===== src/rtl/crossing_scheduler_pkg.sv =====
// Shared state codes and default phase durations
// for the pedestrian crossing scheduler.
package crossing_scheduler_pkg;

  typedef enum logic [2:0] {
    CAR_GO    = 3'd0,
    CAR_WAIT  = 3'd1,
    CAR_AMBER = 3'd2,
    ALL_RED1  = 3'd3,
    PED_WALK  = 3'd4,
    PED_CLEAR = 3'd5,
    ALL_RED2  = 3'd6
  } state_t;

  localparam int DEF_MIN_GREEN = 8;
  localparam int DEF_AMBER     = 3;
  localparam int DEF_ALL_RED   = 1;
  localparam int DEF_WALK      = 6;
  localparam int DEF_CLEAR     = 4;
  localparam int DEF_CNT_W     = 8;

endpackage


===== src/rtl/crossing_scheduler_phase_timer.sv =====
// Phase timer: clears on state change, holds on request,
// saturates at all-ones, flags the last cycle of a phase.
module crossing_scheduler_phase_timer #(
  parameter int CNT_W = 8
) (
  input  logic             clock,
  input  logic             reset,
  input  logic             clear,
  input  logic             hold,
  input  logic [CNT_W-1:0] limit,
  output logic             done,
  output logic             lsb
);

  logic [CNT_W-1:0] cnt;

  always_ff @(posedge clock) begin
    if (reset || clear)
      cnt <= '0;
    else if (!hold && cnt != '1)
      cnt <= cnt + 1'b1;
  end

  assign done = (cnt == limit - 1'b1);
  assign lsb  = cnt[0];

endmodule


===== src/rtl/crossing_scheduler.sv =====
// Pedestrian crossing scheduler: request latch, phase FSM
// and Moore lamp decode for one road and its crosswalk.
module crossing_scheduler
  import crossing_scheduler_pkg::*;
#(
  parameter int MIN_GREEN = DEF_MIN_GREEN,
  parameter int AMBER     = DEF_AMBER,
  parameter int ALL_RED   = DEF_ALL_RED,
  parameter int WALK      = DEF_WALK,
  parameter int CLEAR     = DEF_CLEAR,
  parameter int CNT_W     = DEF_CNT_W
) (
  input  logic       clock,
  input  logic       reset,
  input  logic       key_a,
  input  logic       key_b,
  output logic       car_red,
  output logic       car_amber,
  output logic       car_green,
  output logic       ped_red,
  output logic       ped_green,
  output logic       req_pending,
  output logic [2:0] phase
);

  state_t           state, nxt;
  logic             req, key, done, lsb;
  logic             clr, hold;
  logic [CNT_W-1:0] limit;

  assign key  = key_a | key_b;
  assign clr  = (nxt != state);
  assign hold = (state == CAR_WAIT);

  always_comb begin
    case (state)
      CAR_AMBER:          limit = CNT_W'(AMBER);
      ALL_RED1, ALL_RED2: limit = CNT_W'(ALL_RED);
      PED_WALK:           limit = CNT_W'(WALK);
      PED_CLEAR:          limit = CNT_W'(CLEAR);
      default:            limit = CNT_W'(MIN_GREEN);
    endcase
  end

  always_comb begin
    nxt = state;
    case (state)
      CAR_GO:
        if (done) nxt = (req | key) ? CAR_AMBER : CAR_WAIT;
      CAR_WAIT:
        if (req | key) nxt = CAR_AMBER;
      CAR_AMBER: if (done) nxt = ALL_RED1;
      ALL_RED1:  if (done) nxt = PED_WALK;
      PED_WALK:  if (done) nxt = PED_CLEAR;
      PED_CLEAR: if (done) nxt = ALL_RED2;
      ALL_RED2:  if (done) nxt = CAR_GO;
      default:   nxt = CAR_GO;
    endcase
  end

  // Entering WALK serves the request, so it wins over a new press.
  always_ff @(posedge clock) begin
    if (reset) begin
      state <= CAR_GO;
      req   <= 1'b0;
    end else begin
      state <= nxt;
      if (nxt == PED_WALK && state != PED_WALK)
        req <= 1'b0;
      else if (key && state != PED_WALK)
        req <= 1'b1;
    end
  end

  crossing_scheduler_phase_timer #(
    .CNT_W(CNT_W)
  ) u_timer (
    .clock(clock),
    .reset(reset),
    .clear(clr),
    .hold (hold),
    .limit(limit),
    .done (done),
    .lsb  (lsb)
  );

  always_comb begin
    car_red   = 1'b0;
    car_amber = 1'b0;
    car_green = 1'b0;
    ped_red   = 1'b1;
    ped_green = 1'b0;
    case (state)
      CAR_AMBER: car_amber = 1'b1;
      ALL_RED1, ALL_RED2: car_red = 1'b1;
      PED_WALK: begin
        car_red   = 1'b1;
        ped_red   = 1'b0;
        ped_green = 1'b1;
      end
      PED_CLEAR: begin
        car_red   = 1'b1;
        ped_red   = 1'b0;
        ped_green = ~lsb;
      end
      default: car_green = 1'b1;
    endcase
  end

  assign req_pending = req;
  assign phase       = state;

endmodule

===== config.mk =====
export PLATFORM = sky130hd
export DESIGN_NAME = crossing_scheduler
export DESIGN_NICKNAME = d
export VERILOG_FILES = /design/src/rtl/crossing_scheduler_pkg.sv /design/src/rtl/crossing_scheduler_phase_timer.sv /design/src/rtl/crossing_scheduler.sv
export SDC_FILE = /design/constraint.sdc
export NUM_CORES = 1
export LEC_CHECK = 0
export ABC_AREA = 1
export BUFFER_PORTS_ARGS = -buffer_cell sky130_fd_sc_hd__buf_2
export CORE_MARGIN = 3
export CORE_UTILIZATION = 60
export CTS_BUF_LIST = sky130_fd_sc_hd__clkbuf_4 sky130_fd_sc_hd__clkbuf_8
export DETAILED_ROUTE_END_ITERATION = 12
export PLACE_DENSITY = 0.88
export SYNTH_ARGS = -nofsm -noshare
export SYNTH_HDL_FRONTEND = slang
export SYNTH_SLANG_ARGS = --single-unit

===== constraint.sdc =====
create_clock -name clock -period 4.69 [get_ports clock]
set_clock_uncertainty 0.15 [all_clocks]
set_input_delay 0.7035 -clock clock [delete_from_list [all_inputs] [get_ports clock]]
set_output_delay 0.7035 -clock clock [all_outputs]
set_load 0.01 [all_outputs]

==> run summary <==
Hold_buf cts -> 0
Pin count of the biggest net entering global routing -> 12
Die Ht -> 42.99 um
Avg Vias per Cell -> 5.423
Fin nets -> 155
DR pass1 iterations -> 5
FP Rows -> 12
Hold Crit Start -> u_timer.cnt[5]$_SDFFE_PP0P_
Post-synthesis mux area share -> 0%
#FFs+latches synth -> 12
Crit path max-delay family -> flip-flops
Reg2reg end -> u_timer.cnt[2]$_SDFFE_PP0P_
Relative slew margins -> 61.31%
Largest family of logic cells by synthesized area -> simple AND/OR/NAND/NOR gates
Pre-CTS WS -> 2.500 ns
Synth Net Count -> 139
Clock Sinks -> 12
CP Data Arrival Time -> 1.34 ns
FF-to-FF Start -> u_timer.cnt[0]$_SDFFE_PP0P_
Post-DP HPWL -> 1464 um
Fin. max-slew vios -> 0
Vias -> 884
Buf+Inv Stages, Crit Path -> 2
Vias in the first global route -> 699
Skew-Pair Late Insertion Delay -> 0.29 ns
Die W -> 42.99 um
Die footprint -> 1848 sq um
GRT Residual Overflow -> 0
Endpoint of the worst hold path -> u_timer.cnt[5]$_SDFFE_PP0P_
Worst setup SP type -> register
IO buf count -> 12
First-pass GRT wire length -> 3125 um
Critical-path top delay cell -> dfxtp_1
I/O pin cnt -> 13
CP max stage delay -> 0.51 ns
Fmax -> 0.4561 GHz
Worst hold path type -> reg2reg
Worst path cell trace -> inv_2, nand3_1, o21ai_0, buf_2
Core area -> 1186 sq um
Starting DRT DRC Count -> 38
Measured slew at the worst slew-check pin -> 0.5743 ns
Crit Path Category -> reg2out
Dominant synthesized flop cell -> dfxtp_1
Synth Area in Compound Gates -> 8.994%
Post-detailed-route count of antenna-violating nets -> 0
Reg2reg path depth -> 9
Overall routing resource usage -> 22.24%
Post-Synth Simple-Gate Area -> 42.84%
Post-CTS sizing -> 0
# Max-Cap Violations -> 0
Synth Area in XOR/XNOR -> 6.402%
Critical Path RT -> 3.84 ns
Synth Area in Adders -> 1.524%
Area Overhead vs Synth -> 12.96%
Status -> finished clean
Tmin final -> 2.193 ns
Unrepaired setup endpoints after global routing -> no
Post-Route WL -> 1932 um
Setup TNS -> 0 ns
Hold path depth -> 3
Ant. Diodes -> 0
Post-Syn Area -> 820.8 sq um
Ratio of cells with drive above 1 in the final layout -> 17.45%
CTS max path bufs -> 2
Count leader, synth -> nand2_1
Final Cycle Share -> 46.75%
# DRC -> 0
Worst-path fanout max -> 8
CTS tree -> yes
Static leakage -> 0.0004720 uW
Synth Area per Inst -> 6.125 sq um
Fin util -> 78.16%
Seq/Total Area, Yosys -> 29.27%
YS warnings -> 0
Top post-synthesis cells by area -> dfxtp_1, nand2_1, inv_1
Yosys cell types -> 21
# setup viols final -> 0
Reg2reg setup slack -> 2.58 ns
Async set-reset flop share out of synthesis -> 0%
Crit end category -> output pin
Count of final hold-check violations -> 0
Syn Inst Count -> 134
EDFF count, synth -> 0
Routed wire per std cell -> 11.85 um
Initial antenna violation count -> 0
CTS Root Buffer Type -> clkbuf_4
Final Wtd Congestion -> 0.9005
Initial cell density of the core -> 69.20%
Setup slack after layout -> 2.497 ns
Post-CTS setup buffer count -> 0
Worst IR Drop VDD -> 0.2591 mV
Commonest cells in the netlist -> nand2_1, inv_1, nor2_1
CTS H-tree depth -> 1
Largest area contributor in the netlist -> dfxtp_1
PwrDens -> 424.2 nW/um^2
Clock transition at path regs -> 0.09 ns
Cell depth of the worst setup path -> 4
Top cell type's share of synthesized area -> 29.27%
CTS Buf Count -> 3
==> placed cells by master, fill, tap and decap left out <==
cell / instances
nor3_1: 4
nor4_1: 1
a21boi_1: 1
ha_1: 1
clkbuf_8: 1
nand4_1: 3
nor2_4: 1
nand2_2: 4
nand3_1: 12
o21ai_0: 8
or2_1: 1
a31oi_1: 1
a21oi_1: 4
xor2_1: 6
dfxtp_1: 12
nand2_1: 32
nand3_2: 1
inv_1: 19
inv_2: 3
nor2_2: 1
buf_2: 12
nor2_1: 18
clkbuf_4: 3
==> registers in the layout, indices dropped and copies added, names as in the netlist <==
signal / cells
phase: 3
req_pending: 1
u_timer.cnt: 8
==> worst reg2reg max path, delay by kind of cell (launching register included) <==
kind | cells | cell delay, ns
flops | 1 | 0.42
xor+xnor | 1 | 0.16
compound gates | 1 | 0.26
fa+ha+maj | 1 | 0.17
simple gates | 4 | 0.74
buf+inv | 2 | 0.11
==> cell type report <==
| class | instances | area, sq um |
|---|---|---|
| Clock buffer | 4 | 36.28 |
| Timing Repair Buffer | 12 | 60.06 |
| Multi-Input combinational cell | 99 | 490.5 |
| Sequential cell | 12 | 240.2 |
| Fill cell | 106 | 259.0 |
| Inverter | 22 | 82.58 |
| Tap cell | 14 | 17.52 |
==> layer usage <==
metal / vias to the layer above / part of all wire (%) / GRT usage (%)
li1: 456 / - / -
met1: 389 / 48 / 32.49
met2: 34 / 45 / 32.63
met3: 5 / 6.0 / 2.542
met4: 0 / 1.7 / 9.036
met5: - / 0 / 0
==> stage by stage <==
stage               instances  hold slack [ns]  cell area, sq um  power (uW)
floorplan                 134           0.3791             820.8       262.3
CTS                       163           0.4333             927.1       393.5
global placement          159           0.4112             890.9       299.4
global route              163           0.4612             927.1       426.3
detailed placement        159           0.4151             890.9       307.6
finish                    163           0.4304             927.1       393.3
==> power by group <==
part	leakage (uW)	switching, uW	internal [uW]
clock network	0.0000210	39.8	47.3
logic	0.000353	111	57.3
registers	0.0000976	21.5	116
total	0.000472	172	221
==> worst max-delay path by stage <==
stage / from / end / slack (ns)
floorplan: key_b / u_timer.cnt[0]$_SDFFE_PP0P_ / 2.80
global placement: key_b / u_timer.cnt[5]$_SDFFE_PP0P_ / 2.59
detailed placement: key_b / u_timer.cnt[0]$_SDFFE_PP0P_ / 2.50
CTS: phase[1]$_SDFF_PP0_ / ped_green / 2.52
global route: u_timer.cnt[0]$_SDFFE_PP0P_ / u_timer.cnt[2]$_SDFFE_PP0P_ / 2.27
finish: phase[0]$_SDFF_PP0_ / ped_green / 2.50
==> kinds of logic after synthesis <==
| family | Yosys count |
|---|---|
| AOI/OAI and AO/OA | 14 |
| xor gates and xnor gates | 6 |
| adders and majority gates | 1 |
| buffers and inverters | 23 |
| DFF | 12 |
| and+or+nand+nor | 78 |
Note: power is estimated with default switching activity, not from simulation.
